[src/rtl/cla_pkg.sv]
`default_nettype none
// ============================================================================
// Module      : cla_pkg
// Description : Shared definitions for the sequenced CLA controller: the
//               controller state encoding and the adder slice width.
// Revision    : 1.0 - initial release
// ============================================================================
package cla_pkg;

  // Width of the shared carry-look-ahead adder slice
  localparam int SLICE_W = 4;

  // Controller states
  typedef enum logic [1:0] {
    IDLE = 2'd0,
    RUN  = 2'd1,
    DONE = 2'd2
  } state_e;

endpackage : cla_pkg
`default_nettype wire

[src/rtl/adder_4bit_cla.sv]
`default_nettype none
// ============================================================================
// Module      : adder_4bit_cla
// Description : 4-bit carry-look-ahead adder slice. Every internal carry is
//               built directly from the generate/propagate terms and the
//               carry-in, so there is no ripple chain inside the slice.
// Revision    : 1.0 - initial release
// ============================================================================
module adder_4bit_cla (
  output logic [3:0] sum,
  output logic       Cout,
  input  logic [3:0] a,
  input  logic [3:0] b,
  input  logic       cin
);

  logic [3:0] g;
  logic [3:0] p;
  logic [4:0] c;

  // Generate/propagate terms and flattened look-ahead carries
  always_comb begin
    g    = a & b;
    p    = a ^ b;
    c[0] = cin;
    c[1] = g[0] | (p[0] & cin);
    c[2] = g[1] | (p[1] & g[0]) | (p[1] & p[0] & cin);
    c[3] = g[2] | (p[2] & g[1]) | (p[2] & p[1] & g[0])
         | (p[2] & p[1] & p[0] & cin);
    c[4] = g[3] | (p[3] & g[2]) | (p[3] & p[2] & g[1])
         | (p[3] & p[2] & p[1] & g[0]) | (p[3] & p[2] & p[1] & p[0] & cin);
    sum  = p ^ c[3:0];
    Cout = c[4];
  end

endmodule : adder_4bit_cla
`default_nettype wire

[src/rtl/cla_seq_ctrl.sv]
`default_nettype none
// ============================================================================
// Module      : cla_seq_ctrl
// Description : WIDTH-bit add/subtract through one shared 4-bit CLA slice.
//               One nibble is processed per cycle, LSB first, and the slice
//               carry-out is chained into the next nibble. Valid/ready
//               handshakes on both the operand and the result side.
// Revision    : 1.0 - initial release
// ============================================================================
module cla_seq_ctrl
  import cla_pkg::*;
#(
  parameter int WIDTH = 16
) (
  input  logic             clk,
  input  logic             rst,
  input  logic             in_valid,
  output logic             in_ready,
  input  logic [WIDTH-1:0] a,
  input  logic [WIDTH-1:0] b,
  input  logic             cin,
  input  logic             sub,
  output logic             out_valid,
  input  logic             out_ready,
  output logic [WIDTH-1:0] sum,
  output logic             cout,
  output logic             ovf,
  output logic             zero
);

  localparam int NSLICE = WIDTH / SLICE_W;
  localparam int IDX_W  = (NSLICE > 1) ? $clog2(NSLICE) : 1;
  localparam logic [IDX_W-1:0] LAST_IDX = IDX_W'(NSLICE - 1);

  state_e             state_q, state_d;
  logic [IDX_W-1:0]   idx_q,   idx_d;
  logic               carry_q, carry_d;
  logic [WIDTH-1:0]   a_q,     a_d;
  logic [WIDTH-1:0]   b_q,     b_d;    // already inverted for subtract
  logic [WIDTH-1:0]   res_q,   res_d;  // partial result being assembled
  logic [WIDTH-1:0]   sum_q,   sum_d;
  logic               cout_q,  cout_d;
  logic               ovf_q,   ovf_d;
  logic               zero_q,  zero_d;

  logic [SLICE_W-1:0] slice_a;
  logic [SLICE_W-1:0] slice_b;
  logic [SLICE_W-1:0] slice_sum;
  logic               slice_cout;
  logic [WIDTH-1:0]   res_next;

  // Select the current nibble of each latched operand for the shared slice
  always_comb begin
    slice_a = '0;
    slice_b = '0;
    for (int i = 0; i < NSLICE; i++) begin
      if (idx_q == i[IDX_W-1:0]) begin
        slice_a = a_q[i*SLICE_W +: SLICE_W];
        slice_b = b_q[i*SLICE_W +: SLICE_W];
      end
    end
  end

  adder_4bit_cla u_slice (
    .sum  (slice_sum),
    .Cout (slice_cout),
    .a    (slice_a),
    .b    (slice_b),
    .cin  (carry_q)
  );

  // Partial result with the current slice output merged into its nibble
  always_comb begin
    res_next = res_q;
    for (int i = 0; i < NSLICE; i++) begin
      if (idx_q == i[IDX_W-1:0]) begin
        res_next[i*SLICE_W +: SLICE_W] = slice_sum;
      end
    end
  end

  // Next-state logic: accept, sequence the slices, publish, hand off
  always_comb begin
    state_d = state_q;
    idx_d   = idx_q;
    carry_d = carry_q;
    a_d     = a_q;
    b_d     = b_q;
    res_d   = res_q;
    sum_d   = sum_q;
    cout_d  = cout_q;
    ovf_d   = ovf_q;
    zero_d  = zero_q;
    unique case (state_q)
      IDLE: begin
        if (in_valid) begin
          a_d     = a;
          b_d     = sub ? ~b : b;
          carry_d = sub ? 1'b1 : cin;
          idx_d   = '0;
          res_d   = '0;
          state_d = RUN;
        end
      end
      RUN: begin
        res_d   = res_next;
        carry_d = slice_cout;
        if (idx_q == LAST_IDX) begin
          // Index is held here; it only restarts from the next accept
          state_d = DONE;
          sum_d   = res_next;
          cout_d  = slice_cout;
          ovf_d   = (a_q[WIDTH-1] ~^ b_q[WIDTH-1])
                  & (res_next[WIDTH-1] ^ a_q[WIDTH-1]);
          zero_d  = ~|res_next;
        end else begin
          idx_d = idx_q + 1'b1;
        end
      end
      DONE: begin
        if (out_ready) begin
          state_d = IDLE;
        end
      end
      default: begin
        state_d = IDLE;
      end
    endcase
  end

  // State and datapath registers with synchronous reset
  always_ff @(posedge clk) begin
    if (rst) begin
      state_q <= IDLE;
      idx_q   <= '0;
      carry_q <= 1'b0;
      a_q     <= '0;
      b_q     <= '0;
      res_q   <= '0;
      sum_q   <= '0;
      cout_q  <= 1'b0;
      ovf_q   <= 1'b0;
      zero_q  <= 1'b0;
    end else begin
      state_q <= state_d;
      idx_q   <= idx_d;
      carry_q <= carry_d;
      a_q     <= a_d;
      b_q     <= b_d;
      res_q   <= res_d;
      sum_q   <= sum_d;
      cout_q  <= cout_d;
      ovf_q   <= ovf_d;
      zero_q  <= zero_d;
    end
  end

  assign in_ready  = (state_q == IDLE);
  assign out_valid = (state_q == DONE);
  assign sum       = sum_q;
  assign cout      = cout_q;
  assign ovf       = ovf_q;
  assign zero      = zero_q;

endmodule : cla_seq_ctrl
`default_nettype wire
[config.mk]
export PLATFORM = sky130hd
export DESIGN_NAME = cla_seq_ctrl
export DESIGN_NICKNAME = d
export VERILOG_FILES = /design/src/rtl/cla_pkg.sv /design/src/rtl/adder_4bit_cla.sv /design/src/rtl/cla_seq_ctrl.sv
export SDC_FILE = /design/constraint.sdc
export NUM_CORES = 1
export LEC_CHECK = 0
export CAP_MARGIN = 30
export CORE_AREA = 8 8 101 103
export DETAILED_ROUTE_END_ITERATION = 8
export DIE_AREA = 0 0 109 111
export PLACE_DENSITY = 0.7
export REMOVE_ABC_BUFFERS = 1
export SYNTH_ARGS = -nofsm -noshare
export SYNTH_HDL_FRONTEND = slang
export SYNTH_SLANG_ARGS = --single-unit
[constraint.sdc]
create_clock -name clk -period 8.42 [get_ports clk]
set_input_delay 2.526 -clock clk [delete_from_list [all_inputs] [get_ports clk]]
set_output_delay 2.526 -clock clk [all_outputs]
set_load 0.05 [all_outputs]
Yosys cells after proc, flatten, opt, wreduce, memory -nomap -nowiden
Index checks and enable logic that the tools add are counted.
- bitwise operators: 33
- equal/unequal tests: 9
- reduce and logical (&&, ||, !) cells: 10
- $add $sub $neg: 1
- mux-type cells: 25
- operators with widths (operator ; number):
    4-bit two-way mux ; 12
    16-bit two-way mux ; 2
    16-bit case mux with 2 select lines ; 1
    1-bit bitwise AND ; 17
    16-bit inverter ; 1
    16-bit OR reduction ; 1
    2-bit two-way mux ; 5
    1-bit OR ; 10
    4-bit XOR ; 2
    2-bit equality test (second input constant) ; 3
    2-bit != test (second input constant) ; 3
    2-bit case mux with 3 select lines ; 1
    2-bit AND reduction ; 3
    3-bit AND reduction ; 2
    4-bit bitwise AND ; 1
    2-bit by 1-bit equality test with 1-bit output (second input constant) ; 2
    2-bit logical NOT ; 2
    2-bit case mux with 2 select lines ; 1
    2-bit by 1-bit adder with 2-bit output (second input constant) ; 1
    1-bit two-way mux ; 2
    2-bit by 1-bit != test with 1-bit output (second input constant) ; 1
    1-bit case mux with 2 select lines ; 1
    2-bit nonzero test ; 1
    1-bit logical NOT ; 1
    2 further kinds ; 2
- register bits: 72

Logic depth before layout (Yosys ltp)
Gate-level depths: netlist (run 1).
- depth in word-level cells: 14
- depth in mapped cells: 14
- gate-level depth less buffers: 12

By module
A second synthesis (run 1) with hierarchy kept.
- cell total of the unflattened synthesis: 401
- area total of the unflattened synthesis: 3306.9 um^2
- by module, submodules not included (module ; instances ; cells an instance ; area each (um^2)):
    cla_seq_ctrl ; 1 ; 384 ; 3159.3
    adder_4bit_cla ; 1 ; 17 ; 147.6

Least setup slack after synthesis (run 1)
OpenSTA, ideal clock, no wires.
- path kind: reg2out
- from: register state_q[1]
- to: output out_valid
- data required time: 5894 ps
- setup slack: 4758 ps
- arrival time: 1136 ps
- stages on the path, launching flop included: 2
- cell sequence: dfxtp_1 > nor2b_1
- cells in the longest elaborated chain, start to end: 1
- RTL lines (what ; line ; source):
    start, declared ; cla_seq_ctrl.sv:35 ; state_e state_q, state_d;
    start signal, assigned ; cla_seq_ctrl.sv:145 ; state_q <= state_d;
    2-bit equality test ; cla_seq_ctrl.sv:159 ; assign out_valid = (state_q == DONE);
    end, declared ; cla_seq_ctrl.sv:23 ; output logic out_valid,
No other way between the ends.

Final worst setup path (run 1)
Same ends and word-level chain as after synthesis.

==> results.cfg, run 1 <==
[run_status]
run_status = complete, no violations

[critical_path]
endpoint_kind = primary output
critPathKind = reg -> out
setup.worst_path.start_class = flop
timing.reg2reg.setup_slack_ns = 4.85
worst_r2r_endpoint = zero$_SDFFE_PP0P_
critPathArrivalTime_ns = 1.83
startpoint = state_q[1]$_SDFFE_PP0P_
worstReg2RegStart = idx_q[0]$_SDFFE_PP0P_
timing.critical_path.required_ns = 5.89
critical_path.endpoint = out_valid
worstPathMaxFanout = 7
r2r.worst_path.cells = 10

[logic_synthesis]
synthFlopType = sky130_fd_sc_hd__dfxtp_1
ys_types = 39
yosys.area.top_type_share = 0.428
seq_area_frac_synth = 0.428
yosys-top-cells-area = sky130_fd_sc_hd__dfxtp_1 43%, sky130_fd_sc_hd__a21oi_1 7.1%, sky130_fd_sc_hd__nand2_1 6.6%
syn_area_um2 = 3180
synth-edff-count = 0
yosys_warnings = 0
post_synth.cell_area_avg_um2 = 8.22
synthesis.instances = 387
synth_async_sr_flop_share = 0
synth_seq_cells = 68
yosysTopAreaCell = sky130_fd_sc_hd__dfxtp_1

[power]
max_ir_drop_vdd_uv = 66.7
internal_power_uw = 494
clock_power_share = 0.340
p_leak_nw = 1.37
switching_share = 0.294
power.combinational.fraction = 0.166
share_seq_of_total_power = 0.493
power_switching_uw = 206
power_per_cell_area_nw_per_um2 = 176

[clocking]
clock_tree.buffer_depth = 2
cts_tree = yes
clock_tree.root_cell = sky130_fd_sc_hd__clkbuf_8
cts-resized-gates = 0
cts_hold_buf = 0
insertion_delay_ns = 0.35
cts_sink_cnt = 68
worst_setup_hold_path_clk_slew_ns = 0.07
cts_htree_levels = 3
postCtsSetupRepairBufs = 0
tritoncts.num_buffers = 9

[cells_and_area]
drive_above_1_share = 0.0554
finish.utilization = 0.465
fin_cells = 541
final_common_cell = sky130_fd_sc_hd__dfxtp_1
count_of_antenna_diodes_in_the_layout = 0
most-common-layout-cells = 68 x sky130_fd_sc_hd__dfxtp_1, 57 x sky130_fd_sc_hd__clkdlybuf4s50_1, 56 x sky130_fd_sc_hd__nand2_1, 47 x sky130_fd_sc_hd__nor2_1, 45 x sky130_fd_sc_hd__a21oi_1
nNetsFinal = 475
summed_area_of_non_filler_cells_in_the_final_layout_um2 = 3970
nFillCells = 852
area.growth.synth_to_final_pct = 24.9

[sta]
hold_violations = 0
setup_viol = 0
final.period_utilization = 0.517
fmaxAchievable_mhz = 230
tightest_slew_ns = 0.982
finalCriticalPeriod_ns = 4.36
drv_slew = 0
remaining_max_slew_budget_at_the_tightest_pin = 0.345
clock_skew_ns = 0.00879
timing.hold.ws_ns = 0.459
setup_tns_ns = 0
rsz_0062_raised_after_global_routing = false

[place]
globalplace.congestion = 0.813
placedInstanceArea_um2 = 3790
io_buffers = 58
place_hpwl_um = 5280
place_inst = 525

[global_routing]
grt_pass1_vias = 2703
gr-usage-all-layers = 0.130
grt_antenna_before_repair = 0
grt_first_pass_wirelength_um = 12700
grt_start_max_net_pins = 68
gr-total-overflow = 0

[die]
initial_core_util = 0.372
io_pins = 59
die_boundary_width_um = 109
placementRows = 34
fp.dieArea_um2 = 12100
core_area_um2 = 8550
die_h_um = 111

[route]
dr_total_vias = 2773
routed_via_count_divided_by_cell_count = 5.13
drt_wl_total_um = 7520
detailedRoute.firstPassIterationCount = 4
met3_wirelength_um = 547
drtIter0Drc = 157
drc = 0
detail_route.wl_per_cell_um = 13.9
postRouteAntennaNets = 0
wl_met1_um = 3380
met2_wl_post_dr_um = 3470
routed.top_layer = met4

[hold_path]
hold_class = reg -> reg

[flow_run]
drv.max_cap_violation_count = 0
## cells in the mapped netlist (2+ instances only)
library cell	instances
sky130_fd_sc_hd__o2bb2ai_1	3
sky130_fd_sc_hd__xnor2_1	19
sky130_fd_sc_hd__nand2b_1	2
sky130_fd_sc_hd__a32oi_1	6
sky130_fd_sc_hd__buf_2	6
sky130_fd_sc_hd__buf_1	3
sky130_fd_sc_hd__nand3b_1	8
sky130_fd_sc_hd__inv_1	5
sky130_fd_sc_hd__mux2i_1	6
sky130_fd_sc_hd__a32o_1	3
sky130_fd_sc_hd__nor3b_1	3
sky130_fd_sc_hd__nor3_1	8
sky130_fd_sc_hd__a22oi_1	4
sky130_fd_sc_hd__nor2_1	47
sky130_fd_sc_hd__o21ai_0	14
sky130_fd_sc_hd__nor4_1	2
sky130_fd_sc_hd__ha_1	8
sky130_fd_sc_hd__dfxtp_1	68
sky130_fd_sc_hd__nor2b_1	3
sky130_fd_sc_hd__a211oi_1	27
sky130_fd_sc_hd__a21oi_1	45
sky130_fd_sc_hd__clkbuf_1	23
sky130_fd_sc_hd__nand2_1	56
sky130_fd_sc_hd__a21o_1	2
sky130_fd_sc_hd__nand3_1	2
## power by group through the flow
stage	logic (mW)	clock network, mW	registers, mW
CTS	0.118	0.245	0.345
detailed placement	0.117	0	0.353
global placement	0.115	0	0.352
finish	0.117	0.238	0.345
floorplan	0.0726	0	0.351
global route	0.131	0.260	0.347
## registers in the layout, summed over array words and instances, names as in the netlist
signal / flops
cout: 1
res_q: 12
idx_q: 2
a_q: 16
zero: 1
state_q: 2
b_q: 16
ovf: 1
carry_q: 1
sum: 16
## cell type report
type	count	area, µm²	area share
clock buffer	9	124	0.0312
clock inverter	7	53.8	0.0135
inverter	5	18.8	0.00472
multi-input combinational	282	1670	0.421
sequential	68	1360	0.343
tap	108	135	0.0340
timing repair buffer	62	606	0.152
## per-stage QoR
| stage | worst slack [ns] | power [mW] |
|---|---|---|
| 3_3_place_gp | 3.97 | 0.467 |
| 5_1_grt | 4.00 | 0.739 |
| 2_1_floorplan | 4.44 | 0.423 |
| 6_report | 4.06 | 0.700 |
| 4_1_cts | 4.05 | 0.708 |
| 3_5_place_dp | 3.92 | 0.470 |
## how the worst min path moves through the flow
stage	from	to	slack, ns	depth (start not counted)
finish	a_q[12]$_SDFFE_PP0P_	a_q[12]$_SDFFE_PP0P_	0.46	2
global route	a_q[1]$_SDFFE_PP0P_	a_q[1]$_SDFFE_PP0P_	0.48	2
CTS	a_q[12]$_SDFFE_PP0P_	a_q[12]$_SDFFE_PP0P_	0.46	2
detailed placement	a_q[5]$_SDFFE_PP0P_	a_q[5]$_SDFFE_PP0P_	0.45	2
global placement	sum[14]$_SDFFE_PP0P_	sum[14]$_SDFFE_PP0P_	0.44	2
floorplan	a_q[0]$_SDFFE_PP0P_	a_q[0]$_SDFFE_PP0P_	0.43	2
## kinds of logic after synthesis
| family | Yosys count | share of synthesized area |
|---|---|---|
| AOI/OAI and AO/OA | 111 | 0.225 |
| muxes | 6 | 0.0189 |
| DFF | 68 | 0.428 |
| adders and majority gates | 9 | 0.0378 |
| xor gates and xnor gates | 20 | 0.0551 |
| and+or+nand+nor | 136 | 0.190 |
| buffers and inverters | 37 | 0.0460 |
## critical path: stages, from the launching register on
cell,delay [ns]
sky130_fd_sc_hd__dfxtp_1,0.42
sky130_fd_sc_hd__nor2b_1,0.23
sky130_fd_sc_hd__clkdlybuf4s50_1,0.84
## routing by layer
metal | global-route usage | up-vias
met5 | 0 | -
met4 | 0.0502 | 0
met3 | 0.0488 | 12
met2 | 0.202 | 71
met1 | 0.157 | 1252
li1 | - | 1438
Note: power is estimated with default switching activity, not from simulation.
==> run 2, diff against run 1 <==
==> constraint.sdc (replaced) <==
create_clock -name clk -period 4.2 [get_ports clk]
set_input_delay 1.26 -clock clk [delete_from_list [all_inputs] [get_ports clk]]
set_output_delay 1.26 -clock clk [all_outputs]
set_load 0.05 [all_outputs]
==> run 2 against run 1 <==
Compared with the run above:
- cell area up 2.0%
- routed wire length up 0.41%
- combinational power up 100%
- worst hold slack better by 0.0023 ns
- sequential power up 100%
- critical path depth up 10
- via count up 0.87%
- first-iteration DRC count down 15%
- core utilization up 0.91 points
- global-route usage down 0.28 points
- non-clock buffer count up 3
- critical endpoint is now ovf$_SDFFE_PP0P_
==> results.cfg, run 2 (same netlist as run 1, synthesis figures left out) <==
[die]
initial_core_util = 0.372
placementRows = 34
io_pins = 59
core_area_um2 = 8550
fp.dieArea_um2 = 12100
die_h_um = 111
die_boundary_width_um = 109

[sta]
drv_slew = 0
remaining_max_slew_budget_at_the_tightest_pin = 0.336
final.period_utilization = 0.847
hold_violations = 0
setup_viol = 0
rsz_0062_raised_after_global_routing = false
clock_skew_ns = 0.00882
tightest_slew_ns = 0.996
setup_tns_ns = 0
fmaxAchievable_mhz = 281
finalCriticalPeriod_ns = 3.56

[global_routing]
grt_first_pass_wirelength_um = 12600
grt_antenna_before_repair = 0
gr-usage-all-layers = 0.127
gr-total-overflow = 0
grt_pass1_vias = 2682
grt_start_max_net_pins = 36

[cells_and_area]
final_common_cell = sky130_fd_sc_hd__dfxtp_1
most-common-layout-cells = 68 x sky130_fd_sc_hd__dfxtp_1, 57 x sky130_fd_sc_hd__clkdlybuf4s50_1, 56 x sky130_fd_sc_hd__nand2_1, 47 x sky130_fd_sc_hd__nor2_1, 45 x sky130_fd_sc_hd__a21oi_1
nNetsFinal = 478
drive_above_1_share = 0.0619
area.growth.synth_to_final_pct = 27.3
count_of_antenna_diodes_in_the_layout = 0

[route]
drt_wl_total_um = 7550
routed_via_count_divided_by_cell_count = 5.14
drtIter0Drc = 134
detailedRoute.firstPassIterationCount = 4
detail_route.wl_per_cell_um = 13.9
dr_total_vias = 2797
postRouteAntennaNets = 0
drc = 0

[clocking]
insertion_delay_ns = 0.35
cts-resized-gates = 0
cts_tree = yes
postCtsSetupRepairBufs = 0
cts_hold_buf = 0
cts_sink_cnt = 68
tritoncts.num_buffers = 9
worst_setup_hold_path_clk_slew_ns = 0.08
clock_tree.buffer_depth = 2
clock_tree.root_cell = sky130_fd_sc_hd__clkbuf_8
cts_htree_levels = 3

[run_status]
run_status = complete, no violations

[critical_path]
timing.critical_path.required_ns = 4.46
critPathArrivalTime_ns = 3.82
endpoint_kind = flop
critPathKind = reg -> reg
setup.worst_path.start_class = flop
worstPathMaxFanout = 30

[power]
p_leak_nw = 1.41
max_ir_drop_vdd_uv = 147
power.total_mw = 1.53
power_per_cell_area_nw_per_um2 = 377

[place]
globalplace.congestion = 0.837
io_buffers = 58
place_hpwl_um = 5480

[flow_run]
drv.max_cap_violation_count = 0

[hold_path]
hold_class = reg -> reg
## run 2: cell count changes in the layout (fill, tap and decap cells not counted)
cell,previous run,this run
sky130_fd_sc_hd__clkinv_2,1,0
sky130_fd_sc_hd__bufinv_16,0,2
sky130_fd_sc_hd__buf_8,0,1
sky130_fd_sc_hd__buf_4,4,6
sky130_fd_sc_hd__clkinvlp_4,3,2
## run 2: path summary, 6_finish.rpt
check                                           start              endpoint  slack, ns  cells past startpoint
worst min-delay path             sum[14]$_SDFFE_PP0P_  sum[14]$_SDFFE_PP0P_       0.46                      2
worst max register to register  idx_q[1]$_SDFFE_PP0P_      ovf$_SDFFE_PP0P_       0.64                     12
worst min register to register   sum[14]$_SDFFE_PP0P_  sum[14]$_SDFFE_PP0P_       0.46                      2
worst max-delay path            idx_q[1]$_SDFFE_PP0P_      ovf$_SDFFE_PP0P_       0.64                     12
## run 2: routing by layer
layer  vias to the layer above  track usage  share of wire
li1                       1451            -              -
met1                      1268        0.161           0.46
met2                        67        0.195           0.46
met3                        11       0.0337          0.063
met4                         0       0.0603          0.015
met5                         -            0              0
## run 2: critical path, stage by stage, from the launching register on
cell	delay, ns
sky130_fd_sc_hd__dfxtp_1	0.35
sky130_fd_sc_hd__inv_1	0.10
sky130_fd_sc_hd__ha_1	0.81
sky130_fd_sc_hd__nand2_1	0.12
sky130_fd_sc_hd__a21oi_1	0.17
sky130_fd_sc_hd__a21oi_1	0.06
sky130_fd_sc_hd__o21ai_0	0.34
sky130_fd_sc_hd__ha_1	0.32
sky130_fd_sc_hd__a41oi_1	0.26
sky130_fd_sc_hd__o21ai_2	0.13
sky130_fd_sc_hd__xnor2_1	0.19
sky130_fd_sc_hd__or3_1	0.34
sky130_fd_sc_hd__a311oi_2	0.27
## run 2: power by group
| part | internal, mW | leakage, nW | switching (mW) |
|---|---|---|---|
| logic | 0.104 | 0.750 | 0.132 |
| registers | 0.673 | 0.555 | 0.0193 |
| clock network | 0.337 | 0.106 | 0.262 |
## run 2: final cells by class
class                   instances  area (µm²)
clock inverters                 7         101
flip-flops and latches         68        1360
multi-input cells             282        1670
well taps                     108         135
fillers                       844        4500
clock buffers                   9         124
repair buffers                 65         636
inverters                       5        18.8
## run 2: stage by stage
step,utilization,hold slack [ns],setup WS [ns],area (µm²),cells
after floorplan,-,0.430,1.20,3050,355
after CTS,0.472,0.461,0.643,4040,543
after global routing,0.474,0.470,0.334,4050,544
final,0.474,0.461,0.643,4050,544
after global placement,0.446,0.444,0.850,3810,527
after detailed placement,0.446,0.451,0.664,3810,527
